[config.mk]
export PLATFORM = sky130hd
export DESIGN_NAME = ahb_apb_bridge_pn
export DESIGN_NICKNAME = d
export VERILOG_FILES = /design/src/rtl/ahb_apb_bridge_pn.sv
export SDC_FILE = /design/constraint.sdc
export NUM_CORES = 1
export LEC_CHECK = 0
export BUFFER_PORTS_ARGS = -buffer_cell sky130_fd_sc_hd__buf_2
export CAP_MARGIN = 15
export CORE_AREA = 2 2 193 195
export DETAILED_ROUTE_END_ITERATION = 10
export DIE_AREA = 0 0 195 197
export SETUP_SLACK_MARGIN = 0.5
export SYNTH_ARGS = -nofsm -noshare
export SYNTH_HDL_FRONTEND = slang
export SYNTH_SLANG_ARGS = --single-unit
[constraint.sdc]
create_clock -name hclk -period 4.2 [get_ports hclk]
set_clock_uncertainty 0.05 [all_clocks]
set_input_delay 0 -clock hclk [delete_from_list [all_inputs] [get_ports hclk]]
set_output_delay 0 -clock hclk [all_outputs]
set_load 0.01 [all_outputs]
[src/rtl/ahb_apb_bridge_pn.sv]
`timescale 1ns/1ps
// AHB-to-APB bridge: configurable windows, PREADY wait states, PSLVERR/decode-miss
// error responses and an ACCESS-phase watchdog.
module ahb_apb_bridge_pn #(
  parameter int                     ADDR_W      = 40,
  parameter int                     DATA_W      = 32,
  parameter int                     NSLV        = 9,
  parameter logic [NSLV*ADDR_W-1:0] SLV_BASE    = '0,
  parameter int                     SLV_SZ_LOG2 = 12,
  parameter int                     TIMEOUT     = 256
) (
  input  logic                   hclk,
  input  logic                   hrst,
  input  logic                   harb_apb_hsel,
  input  logic [1:0]             harb_xx_htrans,
  input  logic                   harb_xx_hready,
  input  logic [ADDR_W-1:0]      harb_xx_haddr,
  input  logic                   harb_xx_hwrite,
  input  logic [DATA_W-1:0]      harb_xx_hwdata,
  output logic [DATA_W-1:0]      apb_harb_hrdata,
  output logic                   apb_harb_hready,
  output logic [1:0]             apb_harb_hresp,
  output logic [ADDR_W-1:0]      apb_xx_paddr,
  output logic                   apb_xx_pwrite,
  output logic [DATA_W-1:0]      apb_xx_pwdata,
  output logic                   apb_xx_penable,
  output logic [NSLV-1:0]        apb_xx_psel,
  input  logic [NSLV*DATA_W-1:0] prdata_s,
  input  logic [NSLV-1:0]        pready_s,
  input  logic [NSLV-1:0]        pslverr_s
);

  localparam int   SLOT_W = (NSLV > 1) ? $clog2(NSLV) : 1;
  localparam int   CNT_W  = $clog2(TIMEOUT) + 1;
  localparam int   WIN_W  = ADDR_W - SLV_SZ_LOG2;
  localparam bit   TO_EN  = (TIMEOUT != 0);
  localparam logic [CNT_W-1:0] CNT_LAST = CNT_W'((TIMEOUT > 0) ? TIMEOUT - 1 : 0);

  typedef enum logic [2:0] {
    S_IDLE, S_WDATA, S_SETUP, S_ACCESS, S_DERR, S_ERR2
  } state_e;

  state_e              state_q;
  logic [ADDR_W-1:0]   addr_q;
  logic [SLOT_W-1:0]   slot_q;
  logic [ADDR_W-1:0]   paddr_q;
  logic                pwrite_q;
  logic [DATA_W-1:0]   pwdata_q;
  logic                penable_q;
  logic [NSLV-1:0]     psel_q;
  logic [CNT_W-1:0]    cnt_q;

  logic                acc;
  logic                hit_d;
  logic [SLOT_W-1:0]   slot_d;
  logic                pready_sel;
  logic                pslverr_sel;
  logic [DATA_W-1:0]   prdata_sel;
  logic                acc_ok;
  logic                acc_slverr;
  logic                acc_tout;
  logic                sample;
  logic                unused_htrans0;

  function automatic logic [NSLV-1:0] slot_onehot(input logic [SLOT_W-1:0] idx);
    logic [NSLV-1:0] oh;
    oh      = '0;
    oh[idx] = 1'b1;
    return oh;
  endfunction

  assign unused_htrans0 = harb_xx_htrans[0];
  assign acc            = harb_apb_hsel & harb_xx_htrans[1] & harb_xx_hready;

  // Descending scan so the lowest matching slot is the one left standing.
  always_comb begin
    hit_d  = 1'b0;
    slot_d = '0;
    for (int i = NSLV - 1; i >= 0; i--) begin
      if (harb_xx_haddr[ADDR_W-1:SLV_SZ_LOG2] == SLV_BASE[i*ADDR_W+SLV_SZ_LOG2 +: WIN_W]) begin
        hit_d  = 1'b1;
        slot_d = SLOT_W'(i);
      end
    end
  end

  always_comb begin
    pready_sel  = 1'b0;
    pslverr_sel = 1'b0;
    prdata_sel  = '0;
    for (int i = 0; i < NSLV; i++) begin
      if (slot_q == SLOT_W'(i)) begin
        pready_sel  = pready_s[i];
        pslverr_sel = pslverr_s[i];
        prdata_sel  = prdata_s[i*DATA_W +: DATA_W];
      end
    end
  end

  assign acc_ok     = (state_q == S_ACCESS) & pready_sel & ~pslverr_sel;
  assign acc_slverr = (state_q == S_ACCESS) & pready_sel & pslverr_sel;
  assign acc_tout   = (state_q == S_ACCESS) & TO_EN & ~pready_sel & (cnt_q == CNT_LAST);
  assign sample     = (state_q == S_IDLE) | (state_q == S_ERR2) | acc_ok;

  always_comb begin
    apb_harb_hready = 1'b1;
    apb_harb_hresp  = 2'b00;
    apb_harb_hrdata = '0;
    case (state_q)
      S_WDATA, S_SETUP: apb_harb_hready = 1'b0;
      S_DERR: begin
        apb_harb_hready = 1'b0;
        apb_harb_hresp  = 2'b01;
      end
      S_ERR2: apb_harb_hresp = 2'b01;
      S_ACCESS: begin
        apb_harb_hready = pready_sel & ~pslverr_sel;
        if (acc_slverr | acc_tout) apb_harb_hresp = 2'b01;
        if (!pwrite_q) apb_harb_hrdata = prdata_sel;
      end
      default: ;
    endcase
  end

  always_ff @(posedge hclk) begin
    if (hrst) begin
      state_q   <= S_IDLE;
      addr_q    <= '0;
      slot_q    <= '0;
      paddr_q   <= '0;
      pwrite_q  <= 1'b0;
      pwdata_q  <= '0;
      penable_q <= 1'b0;
      psel_q    <= '0;
      cnt_q     <= '0;
    end else if (sample) begin
      penable_q <= 1'b0;
      if (acc && !hit_d) begin
        state_q <= S_DERR;
        psel_q  <= '0;
      end else if (acc && harb_xx_hwrite) begin
        state_q <= S_WDATA;
        addr_q  <= harb_xx_haddr;
        slot_q  <= slot_d;
        psel_q  <= '0;
      end else if (acc) begin
        // Reads skip WDATA, so the APB address is loaded straight from the bus.
        state_q  <= S_SETUP;
        addr_q   <= harb_xx_haddr;
        slot_q   <= slot_d;
        paddr_q  <= harb_xx_haddr;
        pwrite_q <= 1'b0;
        psel_q   <= slot_onehot(slot_d);
        cnt_q    <= '0;
      end else begin
        state_q <= S_IDLE;
        psel_q  <= '0;
      end
    end else begin
      case (state_q)
        S_WDATA: begin
          state_q  <= S_SETUP;
          pwdata_q <= harb_xx_hwdata;
          paddr_q  <= addr_q;
          pwrite_q <= 1'b1;
          psel_q   <= slot_onehot(slot_q);
          cnt_q    <= '0;
        end
        S_SETUP: begin
          state_q   <= S_ACCESS;
          penable_q <= 1'b1;
        end
        S_ACCESS: begin
          if (acc_slverr || acc_tout) begin
            state_q   <= S_ERR2;
            psel_q    <= '0;
            penable_q <= 1'b0;
          end else if (TO_EN) begin
            cnt_q <= cnt_q + 1'b1;
          end
        end
        S_DERR:  state_q <= S_ERR2;
        default: state_q <= S_IDLE;
      endcase
    end
  end

  assign apb_xx_paddr   = paddr_q;
  assign apb_xx_pwrite  = pwrite_q;
  assign apb_xx_pwdata  = pwdata_q;
  assign apb_xx_penable = penable_q;
  assign apb_xx_psel    = psel_q;

endmodule

* Word-level counts from Yosys, hierarchy flattened *
Cells that the tools add are included.

storage, ports and cells
  output and inout port bits = 118
  register bits after elaboration = 139

operators by class
  magnitude comparators = 2
  eq/ne operators = 20
  add/subtract/negate cells = 1
  reduce and logical (&&, ||, !) cells = 21
  bitwise gates (word level) = 15
  mux-type cells = 68

operators by type and width
  operator                                                              count
  32-bit two-way mux                                                    11
  40-bit two-way mux                                                    6
  9-bit two-way mux                                                     7
  9-bit case mux with 2 select lines                                    2
  1-bit two-way mux                                                     30
  28-bit logical NOT                                                    1
  4-bit by 3-bit == test with 1-bit output, second input constant       4
  3-bit case mux with 4 select lines                                    1
  9-bit by 1-bit adder with 9-bit output, second input constant         1
  9-bit by 8-bit == test with 1-bit output, second input constant       1
  3-bit two-way mux                                                     3
  1-bit AND                                                             8
  4-bit by 2-bit == test with 1-bit output, second input constant       2
  4-bit two-way mux                                                     2
  3-bit by 2-bit == test with 1-bit output, second input constant       2
  3-bit == test, second input constant                                  2
  2-bit inequality test, second input constant                          3
  1-bit case mux with 2 select lines                                    3
  2-bit AND reduction                                                   3
  2-bit nonzero test                                                    3
  4-bit by 5-bit < comparator with 1-bit output, second input constant  1
  5-bit AND reduction                                                   1
  1-bit demux with 4-bit select                                         1
  4-bit by 1-bit == test with 1-bit output, second input constant       1
  19 further kinds                                                      28

* Depth between registers and ports, before layout *
Gate-level depths: netlist of the first run.

  depth in word-level cells = 17
  gate-level depth with buffers = 10

* Least setup slack after synthesis of the first run *
OpenSTA, ideal clock, no wires.

  kind = flip-flop to flip-flop
  from = register cnt_q[0]
  to = register cnt_q[0]
  stages on the path, launching flop included = 11
  library setup time = 122 ps
  arrival = 2225 ps
  data required time = 4028 ps
  setup slack = 1803 ps
  cell sequence = dfxtp_1 ha_1 and3_1 and3_1 and3_1 ha_1 mux2i_1 a31oi_1 clkbuf_1 nor4_1 a311o_1

on the way
  word-level cells in the longest chain between the ends = 5
  elaborated cells between the ends (all ways) = 9
  classes of those cells = add/sub (1); eq/ne (2); mux (3); bitwise (1); reduce/logical (2)

RTL lines
  element                                                                         line  RTL
  start: declaration                                                              51    logic [CNT_W-1:0] cnt_q;
  start signal: assignment                                                        179   cnt_q <= cnt_q + 1'b1;
  branches (longest 5 deep; another with 9-bit by 1-bit adder with 9-bit output)  -

Several ways; the timed one is not identified. The select of a mux whose other input is x is not followed.
A chain may end at the register's enable or synchronous reset.

* Worst setup path in the final report of the first run *
  from = input harb_xx_haddr[35]
  to = register state_q[0]

on the way
  word-level cells in the longest chain between the ends = 6

RTL lines
  element                 line  RTL
  start: declaration      17    input logic [ADDR_W-1:0] harb_xx_haddr,
  28-bit logical NOT      80    if (harb_xx_haddr[ADDR_W-1:SLV_SZ_LOG2] == SLV_BASE[i*ADDR_W+SLV_SZ_LOG2 +: WIN_W]) begin
  1-bit two-way mux       80
  1-bit logical NOT       138   if (acc && !hit_d) begin
  1-bit logical AND       138
  3-bit two-way mux       138
  3-bit two-way mux       136   end else if (sample) begin
  end signal: assignment  139   state_q <= S_DERR;
  end signal: assignment  142   state_q <= S_WDATA;
  end signal: assignment  148   state_q <= S_SETUP;
  end: declaration        43    state_e state_q;

No other way between the ends.

==> run_results.csv, run 1 <==
group,metric,value,unit
global_routing,grt_overflow,0,
critical_path,worstPathArrival,3.63,ns
die,start_util,14.68,%
synthesis,synthMuxAreaShare,9.969,%
timing,setup_ws,0.9011,ns
route,drt-initial-drc-count,223,
placed_design,port_buffers,220,
final_layout,fin_cells,1354,
die,boundaryPins,503,
route,drc,0,
run,max_cap_violations,0,
final_layout,mostFrequentLayoutCell,"buf_2",
cts,clk_path_buf_depth,2,
timing,drv_slew,0,
synthesis,synth_seq_cells,127,
synthesis,yosys.area_share.simple,22.92,%
timing,rsz0062_at_grt,"false",
synthesis,ys_seq_area_share,47.78,%
pwr,clock_power_share,46.1,%
pwr,p_leak,0.003727,uW
placed_design,gp_congestion,0.7253,
cts,cts_root_buffer,"clkbuf_16",
die,fp.dieW,195,um
critical_path,crit_path_end_kind,"register",
pwr,power_frac_seq,39.4,%
synthesis,ys_top_cells_by_area,"dfxtp_1, mux2i_1, and2_1",
global_routing,grt_pass1_vias,5381,
cts,clk_latency,0.43,ns
cts,cts.sinks,127,
route,viasPerCell,3.957,
synthesis,synth_area_leader_cell,"dfxtp_1",
cts,cts_resized,0,
synthesis,synth_compound_area_share,13.40,%
synthesis,yosys.area.top_type_share,47.78,%
final_layout,syn2layout_area_growth,56.24,%
die,dieArea,0.03842,mm^2
timing,tns,0,ns
die,num_rows,70,
final_layout,final_cell_mix,"buf_2, dfxtp_1, dlygate4sd3_1",
route,firstDrtPassIters,4,
cts,htreeDepth,4,
global_routing,grt_max_degree,73,
synthesis,syn_area_per_cell,9.096,um^2
route,postRouteAntennaNets,0,
synthesis,synth_cell_types,41,
cts,clk_pin_slew,0.07,ns
critical_path,path_class,"in -> reg",
placed_design,placed_cells,1236,
critical_path,cp_max_fo,13,
synthesis,synth_xor_area_share,0,%
timing,fin_crit_sh,78.55,%
route,vias,5358,
pwr,peakVddDrop,0.2698,mV
pwr,combPwrFrac,14.5,%
pwr,p_switching,862.3,uW
final_layout,fillers,3969,
final_layout,fin_nets,1260,
die,core,0.03626,mm^2
pwr,power.share.switching,26.63,%
final_layout,utilization,22.93,%
route,drt-total-wl,18.84,mm
synthesis,synth_area,0.005321,mm^2
critical_path,required,4.53,ns
synthesis,synth_top_family_by_area,"simple AND/OR/NAND/NOR gates",
timing,fin_crit,3.299,ns
pwr,p_int,2375,uW
hold_path,hold_class,"in -> reg",
route,wire_per_inst,13.91,um
synthesis,yosysWarnings,0,
pwr,power.density,389.4,mW/mm^2
timing,hold_violations,0,
timing,max_freq,0.3031,GHz
timing,setup_viol,0,
cts,tritoncts,"yes",
final_layout,layout-drive-gt1-share,30.73,%
timing,worst_slew_pin_slew,1.055,ns
cts,cts-buffers-inserted,17,
global_routing,track_usage,9.621,%
timing,slew-limit-headroom,29.32,%
synthesis,synthCells,585,
synthesis,synthAdderAreaFrac,0.4703,%
run_status,outcome,"completed",
global_routing,grt_first_pass_wirelength,28.26,mm
placed_design,hpwl,12.44,mm
global_routing,antenna_found_initial,3,
critical_path,startpoint_type,"input pin",
die,die_y,197,um
placed_design,preCtsSetupSlack,1.291,ns
[power groups by stage]
stage	Combinational (uW)	Sequential (uW)	Clock (uW)
floorplan	236	1320	0
global placement	413	1300	0
detailed placement	417	1300	0
CTS	475	1280	1550
global route	512	1280	1580
finish	470	1280	1490
[per-stage QoR]
step	hold WS (ns)	total power (uW)	instance area [um^2]
finish	0.05782	3237	8314
global placement	0.1939	1714	6864
floorplan	0.08598	1553	5351
CTS	0.02190	3303	8304
detailed placement	0.1969	1718	6864
global route	0.06524	3376	8314
[worst max-delay path: stages]
cell,delay [ns]
dlygate4sd3_1,0.53
buf_2,0.15
nor4_1,0.36
buf_4,0.20
nand4_1,0.37
nor4_4,0.42
buf_4,0.31
a211oi_1,0.11
dlygate4sd3_1,0.56
nor2_1,0.08
dlygate4sd3_1,0.54
[state kept, by name (all words and copies together), names as in the netlist]
register	count
apb_xx_pwdata	32
addr_q	40
apb_xx_penable	1
apb_xx_psel	1
cnt_q	9
apb_xx_paddr	40
apb_xx_pwrite	1
state_q	3
[worst paths after layout]
path | startpoint | to | cells past startpoint | slack (ns)
setup / recovery | harb_xx_haddr[35] | state_q[0] | 11 | 0.90
hold / removal | pready_s[0] | state_q[1] | 4 | 0.06
setup reg to reg | state_q[0] | state_q[0] | 8 | 1.09
hold reg to reg | apb_xx_pwdata[1] | apb_xx_pwdata[1] | 2 | 0.40
[repair_timing]
| item | in CTS | in global routing |
|---|---|---|
| hold buffers | 85 | 0 |
| setup endpoints to repair | 0 | 1 |
| setup buffers | 0 | 1 |
| endpoints found under the hold margin | 87 | 0 |
[final cells by class]
class | count | area (um^2) | share of cell area, %
Clock buffer | 19 | 452.9 | 5.448
Clock inverter | 12 | 136.4 | 1.640
Sequential cell | 127 | 2542 | 30.58
Timing Repair Buffer | 317 | 2044 | 24.59
Tap cell | 468 | 585.6 | 7.043
Multi-Input combinational cell | 406 | 2535 | 30.49
Antenna cell | 1 | 2.502 | 0.03010
Inverter | 4 | 15.01 | 0.1806
[cell usage after synthesis]
master and number:
a211oi_1 42, a21oi_1 40, a22o_4 1, a22oi_1 2
a311o_1 3, a311oi_1 5, a31oi_1 2, a41oi_1 1
and2_1 60, and3_1 6, buf_2 16, buf_4 9
buf_6 1, clkbuf_1 30, conb_1 1, dfxtp_1 127
ha_1 2, inv_1 4, mux2i_1 53, nand2_1 67
nand2b_1 5, nand3_1 2, nand3b_1 1, nand4_1 1
nand4b_1 1, nor2_1 27, nor2_2 1, nor2b_1 1
nor3_1 44, nor3b_1 1, nor4_1 10, nor4_4 2
nor4b_1 3, o211ai_1 1, o21ai_0 6, o21ba_2 1
o22ai_1 2, o311a_1 1, or2_1 1, or2_2 1
or3_1 1
[logic make-up after synthesis]
family | count (synthesis)
AND/OR/NAND/NOR | 235
flip-flops | 127
AO/OA/AOI/OAI | 107
buffers and inverters | 60
multiplexers | 53
adder cells (fa/ha/maj) | 2
other | 1
[routing by layer]
metal / GRT usage [%] / up-vias / routed length [um]
met5: 0 / - / 0
met4: 4.806 / 0 / 489
met3: 3.371 / 28 / 1360
met2: 17.16 / 200 / 9309
li1: - / 2623 / -
met1: 10.05 / 2507 / 7677
Note: power is estimated with default switching activity, not from simulation.
==> run 2: changes to the inputs <==
- clock period: 4.2 -> 2.75 ns (I/O delays scaled with it)
==> run 2 against run 1 <==
  * Global-route usage is 0.21 points higher
  * Final cell count stayed put
  * Design area is 2.3% higher
  * Flip-flop and latch count stayed put
  * Core utilization is 0.52 points higher
  * Critical path type is now reg -> reg
  * Highest routed layer unchanged
==> run_results.csv, run 2 (synthesis results as in run 1) <==
group,metric,value,unit
cts,clk_latency,0.43,ns
final_layout,mostFrequentLayoutCell,"buf_2",
cts,htreeDepth,4,
final_layout,syn2layout_area_growth,59.77,%
critical_path,crit_family,"simple AND/OR/NAND/NOR gates",
timing,setup_viol,0,
hold_path,min-delay-start,"hrst",
timing,drv_slew,0,
placed_design,dpl_cell_area,0.006977,mm^2
timing,hold_violations,0,
die,core,0.03626,mm^2
final_layout,final_cell_area,0.008502,mm^2
die,num_rows,70,
route,firstDrtPassIters,4,
global_routing,track_usage,9.828,%
critical_path,slowest_delay,0.35,ns
route,viasPerCell,3.961,
timing,worst_slew_pin_slew,0.6980,ns
cts,tritoncts,"yes",
route,drt-initial-drc-count,191,
hold_path,hold_class,"in -> reg",
timing,max_freq,0.4560,GHz
global_routing,grt_pass1_vias,5280,
critical_path,required,3.01,ns
route,vias,5363,
cts,clk_pin_slew,0.06,ns
critical_path,path_common_cell,"and3_4",
timing,rsz0062_at_grt,"true",
die,fp.dieW,195,um
final_layout,fin_nets,1260,
pwr,power.density,610.9,mW/mm^2
global_routing,grt_overflow,0,
run_status,outcome,"completed",
cts,cts.sinks,127,
critical_path,r2r-start,"cnt_q[0]",
die,dieArea,0.03842,mm^2
timing,setup_ws,0.5569,ns
critical_path,crit_path_cell_trace,"ha_4, and3_4, and3_4, and3_4, ha_4, mux2i_4, a31oi_4, buf_6, a311o_1",
cts,cts-buffers-inserted,17,
run,max_cap_violations,0,
critical_path,crit_start,"cnt_q[0]",
die,die_y,197,um
timing,slew-limit-headroom,53.47,%
route,postRouteAntennaNets,0,
critical_path,worstPathArrival,2.46,ns
pwr,peakVddDrop,0.4277,mV
die,start_util,14.68,%
placed_design,port_buffers,220,
placed_design,gp_congestion,0.6942,
pwr,p_leak,0.003763,uW
final_layout,final_cell_mix,"buf_2, dfxtp_1, dlygate4sd3_1",
final_layout,layout-drive-gt1-share,33.90,%
timing,tns,0,ns
cts,clk_path_buf_depth,2,
route,drc,0,
placed_design,preCtsSetupSlack,0.3451,ns
critical_path,cp_max_fo,6,
global_routing,grt_max_degree,55,
timing,fin_crit_sh,79.75,%
timing,fin_crit,2.193,ns
route,wire_per_inst,14.08,um
critical_path,crit_path_end_kind,"register",
placed_design,hpwl,12.42,mm
critical_path,path_class,"reg -> reg",
critical_path,critPathSlowestCell,"dfxtp_4",
cts,cts_root_buffer,"clkbuf_16",
critical_path,startpoint_type,"register",
critical_path,path_buf_inv,1,
global_routing,grt_first_pass_wirelength,28.75,mm
route,drt-total-wl,19.06,mm
global_routing,antenna_found_initial,2,
die,boundaryPins,503,
## run 2: cell count changes in the layout (fill, tap and decap cells not counted), moves of 3 or more
cell / previous run / this run
buf_12: 0 / 4
dfxtp_2: 0 / 4
and3_4: 0 / 3
and3_1: 6 / 3
buf_4: 13 / 19
dlygate4sd3_1: 85 / 73
dfxtp_1: 127 / 122
## run 2: timing repair
action / CTS / global route
setup endpoints to repair: 45 / 56
hold buffers: 73 / 0
setup buffers: 4 / 2
gates cloned: 1 / 0
endpoints found under the hold margin: 87 / 0
gates resized for setup: 12 / 9
pin swaps: 3 / 7
## run 2: worst paths after layout
check	cells past startpoint	slack (ns)	to
worst max-delay path	9	0.56	cnt_q[8]
worst min-delay path	2	0.03	addr_q[3]
worst max register to register	9	0.56	cnt_q[8]
worst min register to register	2	0.40	apb_xx_pwdata[23]
## run 2: area by class of cell
| class | instances | area [um^2] |
|---|---|---|
| Fill cell | 3896 | 27760 |
| Multi-Input combinational cell | 406 | 2630 |
| Sequential cell | 127 | 2551 |
| Timing Repair Buffer | 317 | 2072 |
| Tap cell | 468 | 585.6 |
| Clock buffer | 20 | 466.7 |
| Clock inverter | 11 | 178.9 |
| Inverter | 4 | 15.01 |
| Antenna cell | 1 | 2.502 |
## run 2: metrics by stage
step                      total power [uW]  cells  hold WS, ns  utilization, %
after global routing                  5429   1354      0.03427           23.45
final                                 5194   1354      0.02808           23.45
after floorplan                       2373    593      0.08598               -
after CTS                             5284   1351     0.005111           23.30
after global placement                2633   1242       0.1918           19.24
after detailed placement              2640   1242       0.1959           19.24
## run 2: layer usage
layer  part of all wire (%)  GRT usage (%)
met1                     39          9.962
met5                      0              0
met4                    2.0          3.704
met3                    6.8          3.542
met2                     52          18.40
## run 2: report_power, final
part | switching [uW] | internal, uW | total [uW] | leakage (uW)
clock | 907 | 1600 | 2500 | 0.000315
combinational | 386 | 355 | 740 | 0.00242
sequential | 41.1 | 1910 | 1950 | 0.00103
total | 1330 | 3860 | 5190 | 0.00376
==> run 3: changes to the inputs <==
- ABC_AREA: not set -> 1
- CORE_AREA: 2 2 193 195 -> 2 2 194 196
- DIE_AREA: 0 0 195 197 -> 0 0 196 198
- clock period: 2.75 -> 2.1 ns (I/O delays scaled with it)
==> run 3 against run 2 <==
  * Worst setup slack worse by 0.56 ns
  * Wire length up 36%
  * Clock power up 15%
  * Non-clock buffer count up 55
  * Core utilization up 5.8 points
  * Sequential share of layout area down 6.3 points
  * Die area up 1.0%
  * Hold slack better by 0.066 ns
  * Count of clock-buffer cells in the layout down 1
  * Critical path depth up 5
==> run_results.csv, run 3 <==
group,metric,value,unit
timing,tns,0,ns
synthesis,synth_area,0.005658,mm^2
global_routing,grt_first_pass_wirelength,36.14,mm
die,num_rows,71,
die,start_util,15.31,%
final_layout,fin_cells,1663,
cts,clk_latency,0.42,ns
critical_path,path_class,"reg -> reg",
run_status,outcome,"completed",
global_routing,antenna_found_initial,6,
placed_design,gp_congestion,0.7483,
synthesis,synth.most_common_cell,"nand2_1",
synthesis,synth_seq_cells,127,
cts,cts-buffers-inserted,17,
final_layout,seq_area,0.002559,mm^2
synthesis,ys_seq_area_share,44.94,%
pwr,p_leak,0.004891,uW
final_layout,utilization,29.26,%
pwr,power_frac_seq,34.9,%
pwr,combPwrFrac,27.6,%
cts,htreeDepth,4,
critical_path,cp_max_fo,5,
synthesis,synth_compound_area_share,14.06,%
hold_path,hold_depth,6,
final_layout,syn2layout_area_growth,91.13,%
route,viasPerCell,4.085,
route,vias,6794,
final_layout,fin_nets,1559,
critical_path,required,2.36,ns
synthesis,async_flop_share,0,%
timing,worst_slew_pin_slew,0.7435,ns
synthesis,synthTopCellsByCount,"nand2_1, dfxtp_1, a21oi_1",
pwr,p_int,5163,uW
final_layout,final_cell_mix,"buf_2, nand2_1, dfxtp_1",
timing,fin_crit,2.099,ns
global_routing,grt_pass1_vias,6274,
pwr,peakVddDrop,0.3403,mV
pwr,clock_power_share,37.5,%
synthesis,synthAdderAreaFrac,0.4423,%
die,boundaryPins,503,
synthesis,yosysWarnings,0,
run,max_cap_violations,0,
critical_path,r2r-start,"cnt_q[0]",
timing,hold_violations,0,
route,drt-total-wl,25.90,mm
route,drt-initial-drc-count,313,
synthesis,synthMuxAreaShare,0,%
critical_path,crit_path_end_kind,"register",
critical_path,worstPathArrival,2.36,ns
synthesis,synth_area_leader_cell,"dfxtp_1",
cts,tritoncts,"yes",
route,drc,0,
synthesis,synth_edf_count,0,
cts,clk_pin_slew,0.06,ns
critical_path,rrSetupSlack,0.001,ns
critical_path,slowest_delay,0.35,ns
placed_design,placed_cells,1484,
global_routing,grt_overflow,0,
synthesis,syn_area_per_cell,6.825,um^2
critical_path,r2r-end,"cnt_q[8]",
synthesis,yosys.area.top_type_share,44.94,%
critical_path,r2r_cells,14,
hold_path,min-delay-start,"harb_xx_haddr[23]",
hold_path,hold_end,"state_q[0]",
pwr,power.share.switching,32.55,%
cts,cts_root_buffer,"clkbuf_16",
global_routing,grt_max_degree,66,
timing,drv_slew,0,
hold_path,hold_class,"in -> reg",
timing,holdWs,0.09440,ns
critical_path,critPathSlowestCell,"dfxtp_4",
route,firstDrtPassIters,4,
synthesis,synth_xor_area_share,0.1548,%
synthesis,yosys.area_share.simple,28.53,%
die,core,0.03696,mm^2
die,dieArea,0.03881,mm^2
route,postRouteAntennaNets,0,
cts,clk_path_buf_depth,2,
pwr,p_switching,2492,uW
final_layout,layout-drive-gt1-share,45.15,%
critical_path,crit_path_cell_trace,"ha_4, nand3_4, nor2_4, nand3_2, nor2_2, ha_2, or2_4, nand2_4, nand2_4, nor2_4, buf_12, nand3_2, nand2_1, nor2_1",
synthesis,synth_cell_types,24,
timing,fin_crit_sh,99.95,%
synthesis,synth_top_family_by_area,"simple AND/OR/NAND/NOR gates",
timing,slew-limit-headroom,50.43,%
synthesis,synthCells,829,
final_layout,mostFrequentLayoutCell,"buf_2",
timing,rsz0062_at_grt,"true",
synthesis,ys_top_cells_by_area,"dfxtp_1, nand2_1, a21oi_1",
placed_design,port_buffers,220,
final_layout,multi_input_area,0.003637,mm^2
pwr,power.density,707.9,mW/mm^2
global_routing,track_usage,12.57,%
cts,cts.sinks,127,
route,wire_per_inst,15.58,um
timing,max_freq,0.4764,GHz
timing,setup_viol,0,
final_layout,fillers,3897,
placed_design,hpwl,14.05,mm
die,die_y,198,um
critical_path,startpoint_type,"register",
synthesis,synth_ff_type,"dfxtp_1",
die,fp.dieW,196,um
run 3: cell count changes after synthesis, sizes merged, moves of 53 or more:
cell and change:
nand2 +146, inv +86, a21oi +59, and2 -60, mux2i -53, nand3 +87
o21ai +54
run 3: cells by family after synthesis:
family                   Yosys count
adder cells (fa/ha/maj)            2
buffers and inverters            155
XOR/XNOR                           1
flip-flops                       127
other                              1
AND/OR/NAND/NOR                  384
AO/OA/AOI/OAI                    159
run 3: per-stage QoR:
stage / setup slack [ns] / instance area, um^2 / power [uW]
6_report: 0.0009868 / 10810 / 7655
5_1_grt: -0.09674 / 10810 / 8043
4_1_cts: 0.01843 / 9881 / 7447
3_5_place_dp: 0.03076 / 7289 / 3983
3_3_place_gp: 0.04843 / 7289 / 3970
2_1_floorplan: 0.2265 / 5753 / 3510
run 3: cell type report:
cell class	instances	share of cell area [%]
Multi-Input combinational cell	563	33.63
Antenna cell	4	0.09256
Timing Repair inverter	1	0.06942
Clock inverter	13	1.041
Inverter	90	3.240
Timing Repair Buffer	372	28.59
Sequential cell	127	23.66
Tap cell	474	5.484
Clock buffer	19	4.188
run 3: worst max-delay path: cells and delay by family, from the launching register on:
kind | cells | cell delay, ns
simple gates | 11 | 1.08
flops | 1 | 0.35
fa+ha+maj | 2 | 0.33
buf+inv | 1 | 0.16
run 3: power groups by stage:
stage | clock network [uW] | registers, uW | logic (uW)
floorplan | 0 | 2780 | 730
finish | 2870 | 2670 | 2110
detailed placement | 0 | 2720 | 1270
CTS | 2950 | 2660 | 1830
global placement | 0 | 2710 | 1260
global route | 3080 | 2690 | 2280
run 3: timing repair:
action | in CTS | in global routing
hold buffers | 73 | 0
cloned | 21 | 4
pin swaps | 19 | 30
setup buffers | 37 | 8
setup endpoints to repair | 125 | 161
resized for setup | 139 | 197
hold endpoints to repair | 86 | 0
run 3: per-layer routing:
layer	wire length [um]	part of all wire, %	up-vias	GRT usage [%]
li1	-	-	3338	-
met1	11120	43	3197	14.88
met2	12550	48	195	20.54
met3	1085	4.2	60	2.827
met4	1131	4.4	4	8.165
met5	23	0.089	-	0
run 3: worst max-delay path by stage:
stage                   from                end  slack (ns)
floorplan           cnt_q[1]           cnt_q[1]        0.23
global placement    cnt_q[0]           cnt_q[8]        0.05
detailed placement  cnt_q[0]           cnt_q[0]        0.03
CTS                 cnt_q[0]  apb_harb_hresp[0]        0.02
global route        cnt_q[0]  apb_harb_hresp[0]        -0.1
finish              cnt_q[0]           cnt_q[8]       0.001
